## src/rtl/video_pkg.sv

```systemverilog
// Shared video frame geometry and write-side state encoding for the bank swap path.
package video_pkg;

  localparam int unsigned X_WIDTH      = 8;
  localparam int unsigned Y_HEIGHT     = 6;
  localparam int unsigned FRAME_PIXELS = X_WIDTH * Y_HEIGHT;
  localparam int unsigned ADDR_W       = $clog2(FRAME_PIXELS);

  typedef enum logic {
    FILL = 1'b0,
    FULL = 1'b1
  } wr_state_e;

endpackage

```

## src/rtl/mod_counter.sv

```systemverilog
// Modulo-N up counter with enable and synchronous clear; wrap_c flags the enabled terminal count.
module mod_counter #(
  parameter int unsigned MODULUS = 48,
  parameter int unsigned W       = 6
) (
  input  logic         CLK_40,
  input  logic         reset,
  input  logic         en,
  input  logic         clr,
  output logic [W-1:0] count,
  output logic         wrap_c
);

  localparam logic [W-1:0] LAST = W'(MODULUS - 1);

  assign wrap_c = en & (count == LAST);

  always_ff @(posedge CLK_40) begin
    if (reset || clr) begin
      count <= '0;
    end else if (en) begin
      count <= wrap_c ? '0 : count + W'(1);
    end
  end

endmodule

```

## src/rtl/bank_swap_ctrl.sv

```systemverilog
// Double-buffered frame bank controller: fills the write bank from the SPI bit stream and
// swaps banks with the display only when a full frame is stored and the reader wraps.
module bank_swap_ctrl #(
  parameter  int unsigned X_WIDTH      = video_pkg::X_WIDTH,
  parameter  int unsigned Y_HEIGHT     = video_pkg::Y_HEIGHT,
  localparam int unsigned FRAME_PIXELS = X_WIDTH * Y_HEIGHT,
  localparam int unsigned ADDR_W       = $clog2(FRAME_PIXELS)
) (
  input  logic              CLK_40,
  input  logic              reset,
  input  logic              video_bank_we,
  input  logic              SPI_clk_en,
  input  logic              MISO,
  input  logic              read_pixel_clk_en,
  output logic              wr_en,
  output logic [ADDR_W-1:0] wr_addr,
  output logic              wr_data,
  output logic              wr_bank,
  output logic [ADDR_W-1:0] rd_addr,
  output logic              video_bank_sel,
  output logic              frame_swap,
  output logic              overrun,
  output logic [7:0]        repeat_cnt
);

  import video_pkg::*;

  wr_state_e         state;
  logic              swap_pend;
  logic [ADDR_W-1:0] wr_ptr;
  logic              accept_c;
  logic              drop_c;
  logic              final_c;
  logic              rd_wrap_c;
  logic              swap_c;
  logic              late_swap_c;

  assign accept_c    = SPI_clk_en & video_bank_we & (state == FILL);
  assign drop_c      = SPI_clk_en & video_bank_we & (state == FULL);
  // A late swap lets the final bit land in the old bank before the banks flip.
  assign late_swap_c = rd_wrap_c & final_c;
  assign swap_c      = swap_pend | (rd_wrap_c & (state == FULL));

  mod_counter #(
    .MODULUS (FRAME_PIXELS),
    .W       (ADDR_W)
  ) u_wr_ptr (
    .CLK_40 (CLK_40),
    .reset  (reset),
    .en     (accept_c),
    .clr    (swap_c),
    .count  (wr_ptr),
    .wrap_c (final_c)
  );

  mod_counter #(
    .MODULUS (FRAME_PIXELS),
    .W       (ADDR_W)
  ) u_rd_ptr (
    .CLK_40 (CLK_40),
    .reset  (reset),
    .en     (read_pixel_clk_en),
    .clr    (1'b0),
    .count  (rd_addr),
    .wrap_c (rd_wrap_c)
  );

  // Write FSM with registered write port, swap pulse and status outputs.
  always_ff @(posedge CLK_40) begin
    if (reset) begin
      state          <= FILL;
      swap_pend      <= 1'b0;
      wr_bank        <= 1'b1;
      video_bank_sel <= 1'b0;
      wr_en          <= 1'b0;
      wr_addr        <= '0;
      wr_data        <= 1'b0;
      frame_swap     <= 1'b0;
      overrun        <= 1'b0;
      repeat_cnt     <= '0;
    end else begin
      wr_en      <= accept_c;
      frame_swap <= swap_c;
      swap_pend  <= late_swap_c;
      if (accept_c) begin
        wr_addr <= wr_ptr;
        wr_data <= MISO;
      end
      case (state)
        FILL: begin
          if (final_c) begin
            state <= FULL;
          end
        end
        FULL: begin
          if (swap_c) begin
            state <= FILL;
          end
        end
        default: state <= FILL;
      endcase
      if (swap_c) begin
        wr_bank        <= ~wr_bank;
        video_bank_sel <= wr_bank;
      end
      if (drop_c) begin
        overrun <= 1'b1;
      end
      // Reader wrapped while the next frame is still incomplete: the old frame is shown again.
      if (rd_wrap_c && (state == FILL) && !final_c && (repeat_cnt != 8'hFF)) begin
        repeat_cnt <= repeat_cnt + 8'd1;
      end
    end
  end

endmodule

```

## config.mk

```make
export PLATFORM = sky130hd
export DESIGN_NAME = bank_swap_ctrl
export DESIGN_NICKNAME = d
export VERILOG_FILES = /design/src/rtl/video_pkg.sv /design/src/rtl/mod_counter.sv /design/src/rtl/bank_swap_ctrl.sv
export SDC_FILE = /design/constraint.sdc
export NUM_CORES = 1
export LEC_CHECK = 0
export ABC_CLOCK_PERIOD_IN_PS = 4000
export CORE_AREA = 3 3 58 60
export CTS_CLUSTER_DIAMETER = 40
export DETAILED_ROUTE_END_ITERATION = 10
export DIE_AREA = 0 0 61 63
export PLACE_DENSITY = 0.79
export SLEW_MARGIN = 15
export SYNTH_ARGS = -nofsm -noshare
export SYNTH_HDL_FRONTEND = slang
export SYNTH_SLANG_ARGS = --single-unit
```

## constraint.sdc

```tcl
create_clock -name CLK_40 -period 4 [get_ports CLK_40]
set_input_delay 0.8 -clock CLK_40 [delete_from_list [all_inputs] [get_ports CLK_40]]
set_output_delay 0.8 -clock CLK_40 [all_outputs]
set_load 0.05 [all_outputs]
```

==> insert_results.sql, run 1 <==
INSERT INTO impl_metrics (metric_group, metric, value, unit) VALUES
('route', 'drt_drc_violations_left', '0', ''),
('status', 'outcome', 'finished, final reports clean', ''),
('setup_path', 'cp.required', '4.23', 'ns'),
('finish', 'synthToLayoutAreaGrowth', '27.46', '%'),
('setup_path', 'crit-reg2reg-launch', 'u_rd_ptr.count[0]', ''),
('setup_path', 'startpoint_type', 'primary input', ''),
('placed_design', 'io_buffer_count', '31', ''),
('timing', 'fmaxAchievable', '0.3798', 'GHz'),
('timing', 'setup_violations_final', '0', ''),
('route', 'wl_per_cell', '13.38', 'µm'),
('finish', 'fin_nets', '208', ''),
('synthesis', 'postSynthCellCount', '167', ''),
('finish', 'utilization', '63.78', '%'),
('power_and_ir_drop', 'p_switching', '145.9', 'µW'),
('timing', 'clock-skew-final', '0.003787', 'ns'),
('clocking', 'cts_bufs_inserted', '5', ''),
('clocking', 'cts_buffer_depth', '2', ''),
('synthesis', 'predominant_post_synthesis_flop_cell', 'dfxtp_1', ''),
('timing', 'headroom_to_the_max_slew_limit', '57.74', '%'),
('timing', 'grt_setup_unrepaired', 'false', ''),
('power_and_ir_drop', 'clock_power_share', '38.6', '%'),
('power_and_ir_drop', 'powerDensity', '333.3', 'mW/mm²'),
('timing', 'finalSetupTns', '0', 'ns'),
('route', 'routed-via-count', '1306', ''),
('floorplan', 'placeableCoreArea', '0.002978', 'mm²'),
('synthesis', 'cell_area_after_synthesis', '0.001490', 'mm²'),
('power_and_ir_drop', 'leakage_power', '0.6890', 'nW'),
('floorplan', 'floorplan.die_area', '0.003843', 'mm²'),
('global_route', 'overflow', '0', ''),
('synthesis', 'synth_enable_flop_cells', '0', ''),
('power_and_ir_drop', 'swShare', '23.04', '%'),
('synthesis', 'synth.largest_area_cell', 'dfxtp_1', ''),
('flow_run', 'cap_violations', '0', ''),
('power_and_ir_drop', 'seq_power_share', '54.7', '%'),
('global_route', 'grt_antenna_before_repair', '0', ''),
('setup_path', 'worstSetupEndpointType', 'flip-flop', ''),
('finish', 'n_antenna_cell', '0', ''),
('power_and_ir_drop', 'share_comb_of_total_power', '6.7', '%'),
('synthesis', 'post-synth-top-area-fraction', '45.68', '%'),
('floorplan', 'die_width', '61', 'µm'),
('setup_path', 'cpPeakStageDelay', '0.61', 'ns'),
('synthesis', 'async_reset_ff_share', '0', '%'),
('setup_path', 'crit_path_max_delay_family', 'simple AND/OR/NAND/NOR gates', ''),
('power_and_ir_drop', 'irDropWorstVdd', '0.0002348', 'V'),
('global_route', 'first_pass_grt_wire_length', '5.299', 'mm'),
('route', 'drt-pass1-iter-count', '4', ''),
('setup_path', 'worst_ep_arrival', '2.86', 'ns'),
('clocking', 'cts-htree-levels', '2', ''),
('setup_path', 'setup.worst_path.class', 'in -> reg', ''),
('synthesis', 'synth.yosys.seq_area_share', '45.68', '%'),
('synthesis', 'synth_seq_cells', '34', ''),
('power_and_ir_drop', 'power_report.internal_total', '487.1', 'µW'),
('timing', 'worst_slew_pin_slew', '0.6287', 'ns'),
('synthesis', 'syn-mean-instance-area', '8.923', 'µm²'),
('global_route', 'first_global_vias', '1227', ''),
('route', 'vias_per_cell', '5.605', ''),
('clocking', 'clk_pin_slew_worst_paths', '0.10', 'ns'),
('timing', 'timing.final.hold_violations', '0', ''),
('synthesis', 'yosys_warnings', '0', ''),
('floorplan', 'starting_utilization_of_the_core_area', '50.04', '%'),
('clocking', 'postCtsResizedCells', '0', ''),
('synthesis', 'synth_area_leaders', 'dfxtp_1 (46%), nand2_1 (6.5%), mux2_1 (5.3%)', ''),
('timing', 'post_route_worst_hold_slack', '0.4654', 'ns'),
('setup_path', 'crit_path_top_delay_cell', 'nor4_2', ''),
('route', 'initialDrtViolationCount', '46', ''),
('setup_path', 'critical_path.n_buffers_inverters', '1', ''),
('finish', 'filler_cell_count', '273', ''),
('min_path', 'worstHoldStart', 'wr_addr[3]', ''),
('finish', 'multiInputGateArea', '778.2', 'µm²'),
('global_route', 'grt_max_degree', '38', ''),
('finish', 'ff_latch_area', '680.7', 'µm²');
-- power groups by stage --
stage               combinational [mW]  clock, mW  sequential [mW]
CTS                             0.0428      0.251            0.346
detailed placement              0.0426          0            0.354
global route                    0.0461      0.267            0.347
floorplan                       0.0172          0            0.363
finish                          0.0424      0.244            0.346
global placement                0.0409          0            0.353
-- path summary, 6_finish.rpt --
check / to / slack, ns / depth (start not counted)
worst min register to register: wr_addr[3] / 0.47 / 2
worst max-delay path: repeat_cnt[0] / 1.37 / 5
worst min-delay path: wr_addr[3] / 0.47 / 2
worst max register to register: repeat_cnt[0] / 1.87 / 5
-- state kept, by name (all words and copies together), names as in the netlist --
name / cells
wr_bank: 1
video_bank_sel: 1
overrun: 1
frame_swap: 1
u_rd_ptr.count: 6
swap_pend: 1
state: 1
wr_en: 1
u_wr_ptr.count: 6
repeat_cnt: 8
wr_addr: 6
wr_data: 1
-- placed cells by master, fill, tap and decap left out, types with 4 or more instances in the layout --
| cell type | instances |
|---|---|
| nand2b_1 | 6 |
| nand2_1 | 26 |
| dfxtp_1 | 34 |
| nor4_1 | 4 |
| nor2b_1 | 9 |
| clkbuf_4 | 5 |
| mux2_1 | 7 |
| nor2_1 | 14 |
| a21oi_1 | 14 |
| clkdlybuf4s50_1 | 31 |
| nand3_1 | 4 |
| or3_1 | 4 |
-- cells by family (layout without fill, tap and decap cells) --
group	Yosys count	count (layout)	share of synthesized area, %
and+or+nand+nor	85	85	30.65
DFF	34	34	45.68
AOI/OAI and AO/OA	23	23	9.404
muxes	10	10	7.305
buffers and inverters	8	41	2.098
xor gates and xnor gates	4	4	2.351
adders and majority gates	3	3	2.519
-- area by class of cell --
type	count	area share [%]
multi-input combinational	125	40.97
sequential	34	35.84
timing repair buffer	32	16.73
tap	33	2.174
clock inverter	3	2.108
clock buffer	5	1.976
inverter	1	0.1976
-- routing by layer --
metal,up-vias,routed length [µm],share of wire (%),global-route usage (%)
li1,653,-,-,-
met4,0,46,1.5,6.504
met5,-,0,0,0
met1,616,1295,42,20.97
met3,5,160,5.1,6.612
met2,32,1614,52,28.88
-- synthesized netlist by cell type, types with 2 or more instances --
library cell   n
a21oi_1       14
a31oi_1        2
and4_1         3
clkbuf_1       5
dfxtp_1       34
ha_1           3
mux2_1         7
mux2i_1        3
nand2_1       26
nand2b_1       6
nand3_1        4
nand3b_1       2
nor2_1        14
nor2b_1        9
nor3_1         3
nor4_1         4
nor4b_1        2
or3_1          4
or4_1          2
xor2_1         3
-- tightest hold or removal path, stage by stage (launching register included) --
cell     delay (ns)
dfxtp_1        0.32
nand2_1        0.05
a21oi_1        0.05
-- stage by stage --
stage / power (mW) / setup slack, ns / cell area [µm²] / cells
global route: 0.6598 / 1.224 / 1899 / 233
floorplan: 0.3800 / 1.693 / 1490 / 167
detailed placement: 0.3963 / 1.033 / 1822 / 225
global placement: 0.3943 / 1.106 / 1822 / 225
finish: 0.6330 / 1.367 / 1899 / 233
CTS: 0.6401 / 1.383 / 1899 / 233
(Power assumes the default switching activity.)
==> run 2: changes to the inputs <==
- ABC_CLOCK_PERIOD_IN_PS: 4000 -> 2500
- CORE_AREA: 3 3 58 60 -> 3 3 60 62
- DIE_AREA: 0 0 61 63 -> 0 0 63 65
- PLACE_DENSITY: 0.79 -> 0.74
- clock period: 4 -> 2.5 ns (I/O delays scaled with it)
==> run 2 against run 1 <==
Compared with the run above: combinational power grew 66%; global-route usage shrank 0.62 points; power grew 49%; utilization shrank 1.5 points; count of clock-buffer cells in the layout grew 2; sequential share of layout area shrank 0.35 points; die area grew 6.6%; first-iteration DRC count shrank 6.5%; sequential power grew 60%; clock power grew 31%; largest cell class unchanged.
==> insert_results.sql, run 2 (synthesis results as in run 1) <==
INSERT INTO impl_metrics (metric_group, metric, value, unit) VALUES
('min_path', 'min-delay-path-class', 'reg -> reg', ''),
('finish', 'synthToLayoutAreaGrowth', '28.72', '%'),
('setup_path', 'reg2regPathDepth', '5', ''),
('finish', 'utilization', '62.32', '%'),
('clocking', 'worst_skew_pair.late_latency', '0.34', 'ns'),
('floorplan', 'die_h', '65', 'µm'),
('power_and_ir_drop', 'share_comb_of_total_power', '7.5', '%'),
('clocking', 'clock_tree_from_tritoncts', 'built', ''),
('setup_path', 'worstSetupEndpointType', 'output port', ''),
('power_and_ir_drop', 'p_switching', '231.7', 'µW'),
('timing', 'timing.final.hold_violations', '0', ''),
('finish', 'n_antenna_cell', '0', ''),
('floorplan', 'num_rows', '20', ''),
('setup_path', 'startpoint_type', 'flip-flop', ''),
('finish', 'commonest_non_fill_non_tap_cell_in_the_layout', 'dfxtp_1', ''),
('min_path', 'cell_depth_of_the_worst_min_delay_path', '2', ''),
('power_and_ir_drop', 'irDropWorstVdd', '0.0003428', 'V'),
('route', 'number_of_nets_with_antenna_violations_after_detailed_routing', '0', ''),
('timing', 'setup_violations_final', '0', ''),
('clocking', 'cts_buffer_depth', '2', ''),
('floorplan', 'placeableCoreArea', '0.003078', 'mm²'),
('clocking', 'clk_pin_slew_worst_paths', '0.10', 'ns'),
('setup_path', 'cp_cell_sequence', 'clkdlybuf4s50_1', ''),
('route', 'drt-pass1-iter-count', '4', ''),
('setup_path', 'cp_num_cells', '1', ''),
('global_route', 'first_global_vias', '1319', ''),
('setup_path', 'cp.required', '2.00', 'ns'),
('route', 'routed-via-count', '1307', ''),
('floorplan', 'pin_count', '32', ''),
('clocking', 'cts.sink_count', '34', ''),
('clocking', 'cts.root.buffer_cell', 'clkbuf_4', ''),
('timing', 'fmaxAchievable', '0.4690', 'GHz'),
('status', 'outcome', 'finished, final reports clean', ''),
('route', 'initialDrtViolationCount', '43', ''),
('power_and_ir_drop', 'powerDensity', '491.6', 'mW/mm²'),
('setup_path', 'setup.worst_path.class', 'reg -> out', ''),
('clocking', 'postCtsHoldBufs', '0', ''),
('power_and_ir_drop', 'seq_power_share', '58.7', '%'),
('route', 'drt_drc_violations_left', '0', ''),
('clocking', 'cts-htree-levels', '2', ''),
('route', 'vias_per_cell', '5.291', ''),
('floorplan', 'floorplan.die_area', '0.004095', 'mm²'),
('global_route', 'first_pass_grt_wire_length', '5.609', 'mm'),
('setup_path', 'regToRegSetupSlack', '0.41', 'ns'),
('power_and_ir_drop', 'power_report.internal_total', '711.3', 'µW'),
('power_and_ir_drop', 'swShare', '24.57', '%'),
('flow_run', 'cap_violations', '0', ''),
('timing', 'headroom_to_the_max_slew_limit', '55.00', '%'),
('clocking', 'cts_bufs_inserted', '5', ''),
('setup_path', 'timing.critical_path.fanout_max', '7', ''),
('power_and_ir_drop', 'leakage_power', '0.6938', 'nW'),
('finish', 'post_route_cells_drive_above_1_share', '6.897', '%'),
('power_and_ir_drop', 'clock_power_share', '33.9', '%'),
('setup_path', 'crit_path_top_delay_cell', 'clkdlybuf4s50_1', ''),
('setup_path', 'cpPeakStageDelay', '0.85', 'ns'),
('placed_design', 'io_buffer_count', '31', ''),
('finish', 'fin_nets', '211', ''),
('timing', 'grt_setup_unrepaired', 'false', ''),
('global_route', 'grt_use_total', '17.20', '%'),
('floorplan', 'starting_utilization_of_the_core_area', '48.41', '%'),
('finish', 'largest-register', 'repeat_cnt', ''),
('clocking', 'postCtsResizedCells', '0', ''),
('clocking', 'cts_setup_buffers', '0', ''),
('global_route', 'grt_max_degree', '38', ''),
('setup_path', 'critical_path.n_buffers_inverters', '1', ''),
('setup_path', 'worst_ep_arrival', '1.63', 'ns'),
('route', 'wl', '3.079', 'mm'),
('global_route', 'overflow', '0', ''),
('finish', 'largest_reg_flops', '8', ''),
('timing', 'finalWorstPathRequiredPeriod', '2.132', 'ns'),
('placed_design', 'dp_hpwl', '2.192', 'mm'),
('finish', 'most_used_cells_in_the_layout_excluding_fill_and_tap_cells', 'dfxtp_1 (34), clkdlybuf4s50_1 (31), nand2_1 (26)', ''),
('timing', 'finalSetupTns', '0', 'ns'),
('floorplan', 'die_width', '63', 'µm'),
('global_route', 'grt_antenna_before_repair', '0', ''),
('timing', 'period_share', '85.29', '%'),
('timing', 'clock-skew-final', '0.01233', 'ns'),
('timing', 'worst_slew_pin_slew', '0.6694', 'ns'),
('route', 'wl_per_cell', '12.47', 'µm'),
('setup_path', 'crit_path_max_delay_family', 'buffers and inverters', ''),
('timing', 'timing_max_transition_violations_final', '0', ''),
('placed_design', 'globalplace.congestion', '0.8254', '');
-- run 2: cell types whose count changed in the layout (fill, tap and decap cells not counted) --
cell | before | now
buf_4 | 1 | 4
bufinv_16 | 1 | 0
clkbuf_1 | 0 | 1
clkbuf_8 | 0 | 1
clkinv_2 | 2 | 1
-- run 2: final cells by class --
class	count	area, µm²
fillers	290	1160
well taps	44	55.05
repair buffers	35	340.3
flip-flops and latches	34	680.7
clock buffers	7	55.05
inverters	1	3.754
clock inverters	1	5.005
multi-input cells	125	778.2
-- run 2: per-layer routing --
metal	global-route usage (%)	up-vias	share of wire, %
met3	5.199	5	3.6
li1	-	662	-
met1	19.08	614	43
met5	0	-	0
met2	30.96	26	53
met4	6.061	0	1.2
-- run 2: final timing paths --
check,startpoint,end
hold reg to reg,wr_addr[2],wr_addr[2]
hold / removal,wr_addr[2],wr_addr[2]
setup reg to reg,u_rd_ptr.count[0],repeat_cnt[2]
setup / recovery,repeat_cnt[3],repeat_cnt[3]
-- run 2: power groups by stage --
stage / clock network (mW) / logic (mW) / registers (mW)
CTS: 0.329 / 0.0712 / 0.553
finish: 0.319 / 0.0705 / 0.553
floorplan: 0 / 0.0275 / 0.581
detailed placement: 0 / 0.0710 / 0.566
global placement: 0 / 0.0694 / 0.565
global route: 0.355 / 0.0771 / 0.555
-- run 2: metrics by stage --
step / worst slack (ns) / cells / total power, mW / cell area, µm² / hold slack, ns
3_5_place_dp: 0.1060 / 239 / 0.6369 / 1858 / 0.4459
5_1_grt: 0.1984 / 247 / 0.9867 / 1918 / 0.4881
4_1_cts: 0.3431 / 247 / 0.9537 / 1918 / 0.4611
3_3_place_gp: 0.1012 / 239 / 0.6349 / 1858 / 0.4419
6_report: 0.3677 / 247 / 0.9430 / 1918 / 0.4580
2_1_floorplan: 0.1932 / 167 / 0.6080 / 1490 / 0.4633
==> run 3: changes to the inputs <==
- CORE_AREA: 3 3 60 62 -> 3 3 66 56
- DIE_AREA: 0 0 63 65 -> 0 0 69 59
- PLACE_DENSITY: 0.74 -> 0.75
- SKIP_CTS_REPAIR_TIMING: default -> 1
==> run 3 against run 2 <==
Compared with the run above: wire length up 3.6%; power up 9.3%; register-to-register slack worse by 0.05 ns; sequential cell count unchanged; die area down 0.59%; clock power up 27%; setup slack worse by 0.065 ns; first-iteration DRC count up 93%; critical endpoint is now repeat_cnt[2]; count of clock-buffer cells in the layout unchanged; highest routed layer unchanged; utilization up 1.4 points; largest power group unchanged; via count up 0.92%; sequential share of layout area down 0.61 points.
==> insert_results.sql, run 3 (synthesis results as in run 1) <==
INSERT INTO impl_metrics (metric_group, metric, value, unit) VALUES
('floorplan', 'die_h', '59', 'µm'),
('timing', 'setup_violations_final', '0', ''),
('finish', 'fin_nets', '212', ''),
('timing', 'grt_setup_unrepaired', 'false', ''),
('finish', 'post_route_cells_drive_above_1_share', '7.353', '%'),
('global_route', 'first_global_vias', '1272', ''),
('min_path', 'min-delay-path-class', 'reg -> reg', ''),
('clocking', 'worst_skew_pair.late_latency', '0.28', 'ns'),
('setup_path', 'worst_ep_arrival', '2.36', 'ns'),
('route', 'wl_per_cell', '13.07', 'µm'),
('floorplan', 'placeableCoreArea', '0.003063', 'mm²'),
('setup_path', 'timing.critical_path.fanout_max', '7', ''),
('route', 'top_signal_layer_used', 'met4', ''),
('global_route', 'grt_max_degree', '21', ''),
('finish', 'n_antenna_cell', '0', ''),
('route', 'number_of_nets_with_antenna_violations_after_detailed_routing', '0', ''),
('clocking', 'clock_tree_from_tritoncts', 'built', ''),
('finish', 'commonest_non_fill_non_tap_cell_in_the_layout', 'dfxtp_1', ''),
('setup_path', 'worstSetupEndpointType', 'flip-flop', ''),
('timing', 'post_route_worst_hold_slack', '0.4538', 'ns'),
('clocking', 'cts_buffer_depth', '2', ''),
('route', 'routed-via-count', '1319', ''),
('route', 'route.met3.wl', '155', 'µm'),
('placed_design', 'io_buffer_count', '31', ''),
('finish', 'instances_no_fill', '244', ''),
('route', 'drt-pass1-iter-count', '4', ''),
('route', 'vias_per_cell', '5.406', ''),
('timing', 'period_share', '87.90', '%'),
('power_and_ir_drop', 'powerDensity', '528.1', 'mW/mm²'),
('finish', 'largest-register', 'repeat_cnt', ''),
('clocking', 'cts_bufs_inserted', '5', ''),
('finish', 'synthToLayoutAreaGrowth', '30.98', '%'),
('timing', 'headroom_to_the_max_slew_limit', '52.08', '%'),
('finish', 'utilization', '63.73', '%'),
('clocking', 'clk_pin_slew_worst_paths', '0.06', 'ns'),
('route', 'initialDrtViolationCount', '83', ''),
('min_path', 'min_delay_worst_endpoint', 'wr_addr[0]', ''),
('placed_design', 'place_inst', '236', ''),
('timing', 'timing.final.hold_violations', '0', ''),
('global_route', 'grt_antenna_before_repair', '0', ''),
('clocking', 'cts.root.buffer_cell', 'clkbuf_8', ''),
('route', 'wl_met1', '1.512', 'mm'),
('route', 'drt_drc_violations_left', '0', ''),
('global_route', 'grt_use_total', '16.62', '%'),
('floorplan', 'starting_utilization_of_the_core_area', '48.65', '%'),
('route', 'wl', '3.189', 'mm'),
('timing', 'finalSetupTns', '0', 'ns'),
('timing', 'worst_slew_pin_slew', '0.7172', 'ns'),
('setup_path', 'r2r_end', 'repeat_cnt[2]', ''),
('setup_path', 'setup.worst_path.class', 'in -> reg', ''),
('global_route', 'overflow', '0', ''),
('min_path', 'cell_depth_of_the_worst_min_delay_path', '2', ''),
('timing', 'clock-skew-final', '0.004322', 'ns'),
('finish', 'largest_reg_flops', '8', ''),
('timing', 'timing_max_transition_violations_final', '0', ''),
('status', 'outcome', 'finished, final reports clean', ''),
('finish', 'most_used_cells_in_the_layout_excluding_fill_and_tap_cells', 'dfxtp_1 (34), clkdlybuf4s50_1 (31), nand2_1 (26)', ''),
('setup_path', 'regToRegSetupSlack', '0.36', 'ns'),
('floorplan', 'floorplan.die_area', '0.004071', 'mm²'),
('placed_design', 'globalplace.congestion', '0.8348', ''),
('min_path', 'worstHoldStart', 'wr_addr[0]', ''),
('setup_path', 'reg2regPathDepth', '5', ''),
('power_and_ir_drop', 'leakage_power', '0.7109', 'nW'),
('timing', 'fmaxAchievable', '0.4551', 'GHz'),
('floorplan', 'die_width', '69', 'µm'),
('route', 'wl_met2', '1.479', 'mm'),
('flow_run', 'cap_violations', '0', ''),
('power_and_ir_drop', 'irDropWorstVdd', '0.0002843', 'V'),
('clocking', 'cts.sink_count', '34', ''),
('placed_design', 'dp_hpwl', '2.347', 'mm'),
('setup_path', 'crit-reg2reg-launch', 'u_rd_ptr.count[0]', ''),
('timing', 'finalWorstPathRequiredPeriod', '2.197', 'ns'),
('setup_path', 'startpoint_type', 'primary input', ''),
('setup_path', 'cp.required', '2.66', 'ns'),
('clocking', 'cts-htree-levels', '2', ''),
('floorplan', 'pin_count', '32', ''),
('global_route', 'first_pass_grt_wire_length', '5.485', 'mm'),
('floorplan', 'num_rows', '18', '');
==> run 3: power breakdown <==
group          internal [mW]  total (mW)  switching, mW
sequential             0.548       0.554        0.00601
clock                  0.222       0.405          0.184
combinational         0.0278      0.0715         0.0436
total                  0.798        1.03          0.233
==> run 3: area by class of cell <==
class / instances / area (µm²)
clock buffer: 7 / 86.33
timing repair buffer: 36 / 347.8
multi-input combinational: 125 / 778.2
sequential: 34 / 680.7
fill: 271 / 1111
clock inverter: 1 / 5.005
tap: 40 / 50.05
inverter: 1 / 3.754
==> run 3: through the flow <==
| step | worst slack [ns] | cell area, µm² | power (mW) |
|---|---|---|---|
| final | 0.3026 | 1952 | 1.031 |
| after global routing | 0.1669 | 1952 | 1.071 |
| after CTS | 0.3100 | 1952 | 1.041 |
| after detailed placement | 0.03707 | 1861 | 0.6374 |
| after global placement | 0.1119 | 1861 | 0.6350 |
| after floorplan | 0.1932 | 1490 | 0.6080 |
==> run 3: worst max-delay path, cell delays in order <==
cell and delay (ns):
clkdlybuf4s50_1 0.50, nand4_2 0.10, or3_1 0.49, nor4b_1 0.39, mux2_1 0.37
==> run 3: worst max-delay path by stage <==
stage	start	end	slack, ns	depth (start not counted)
after CTS	read_pixel_clk_en	repeat_cnt[2]	0.31	5
after global routing	read_pixel_clk_en	repeat_cnt[2]	0.17	5
after detailed placement	read_pixel_clk_en	repeat_cnt[2]	0.04	5
after floorplan	u_rd_ptr.count[0]	repeat_cnt[2]	0.19	6
final	read_pixel_clk_en	repeat_cnt[2]	0.30	5
after global placement	read_pixel_clk_en	repeat_cnt[2]	0.11	5
==> run 3: routing by layer <==
metal / global-route usage (%) / up-vias
met5: 0 / -
met4: 6.685 / 0
met3: 4.237 / 6
met2: 27.99 / 37
met1: 20.65 / 616
li1: - / 660
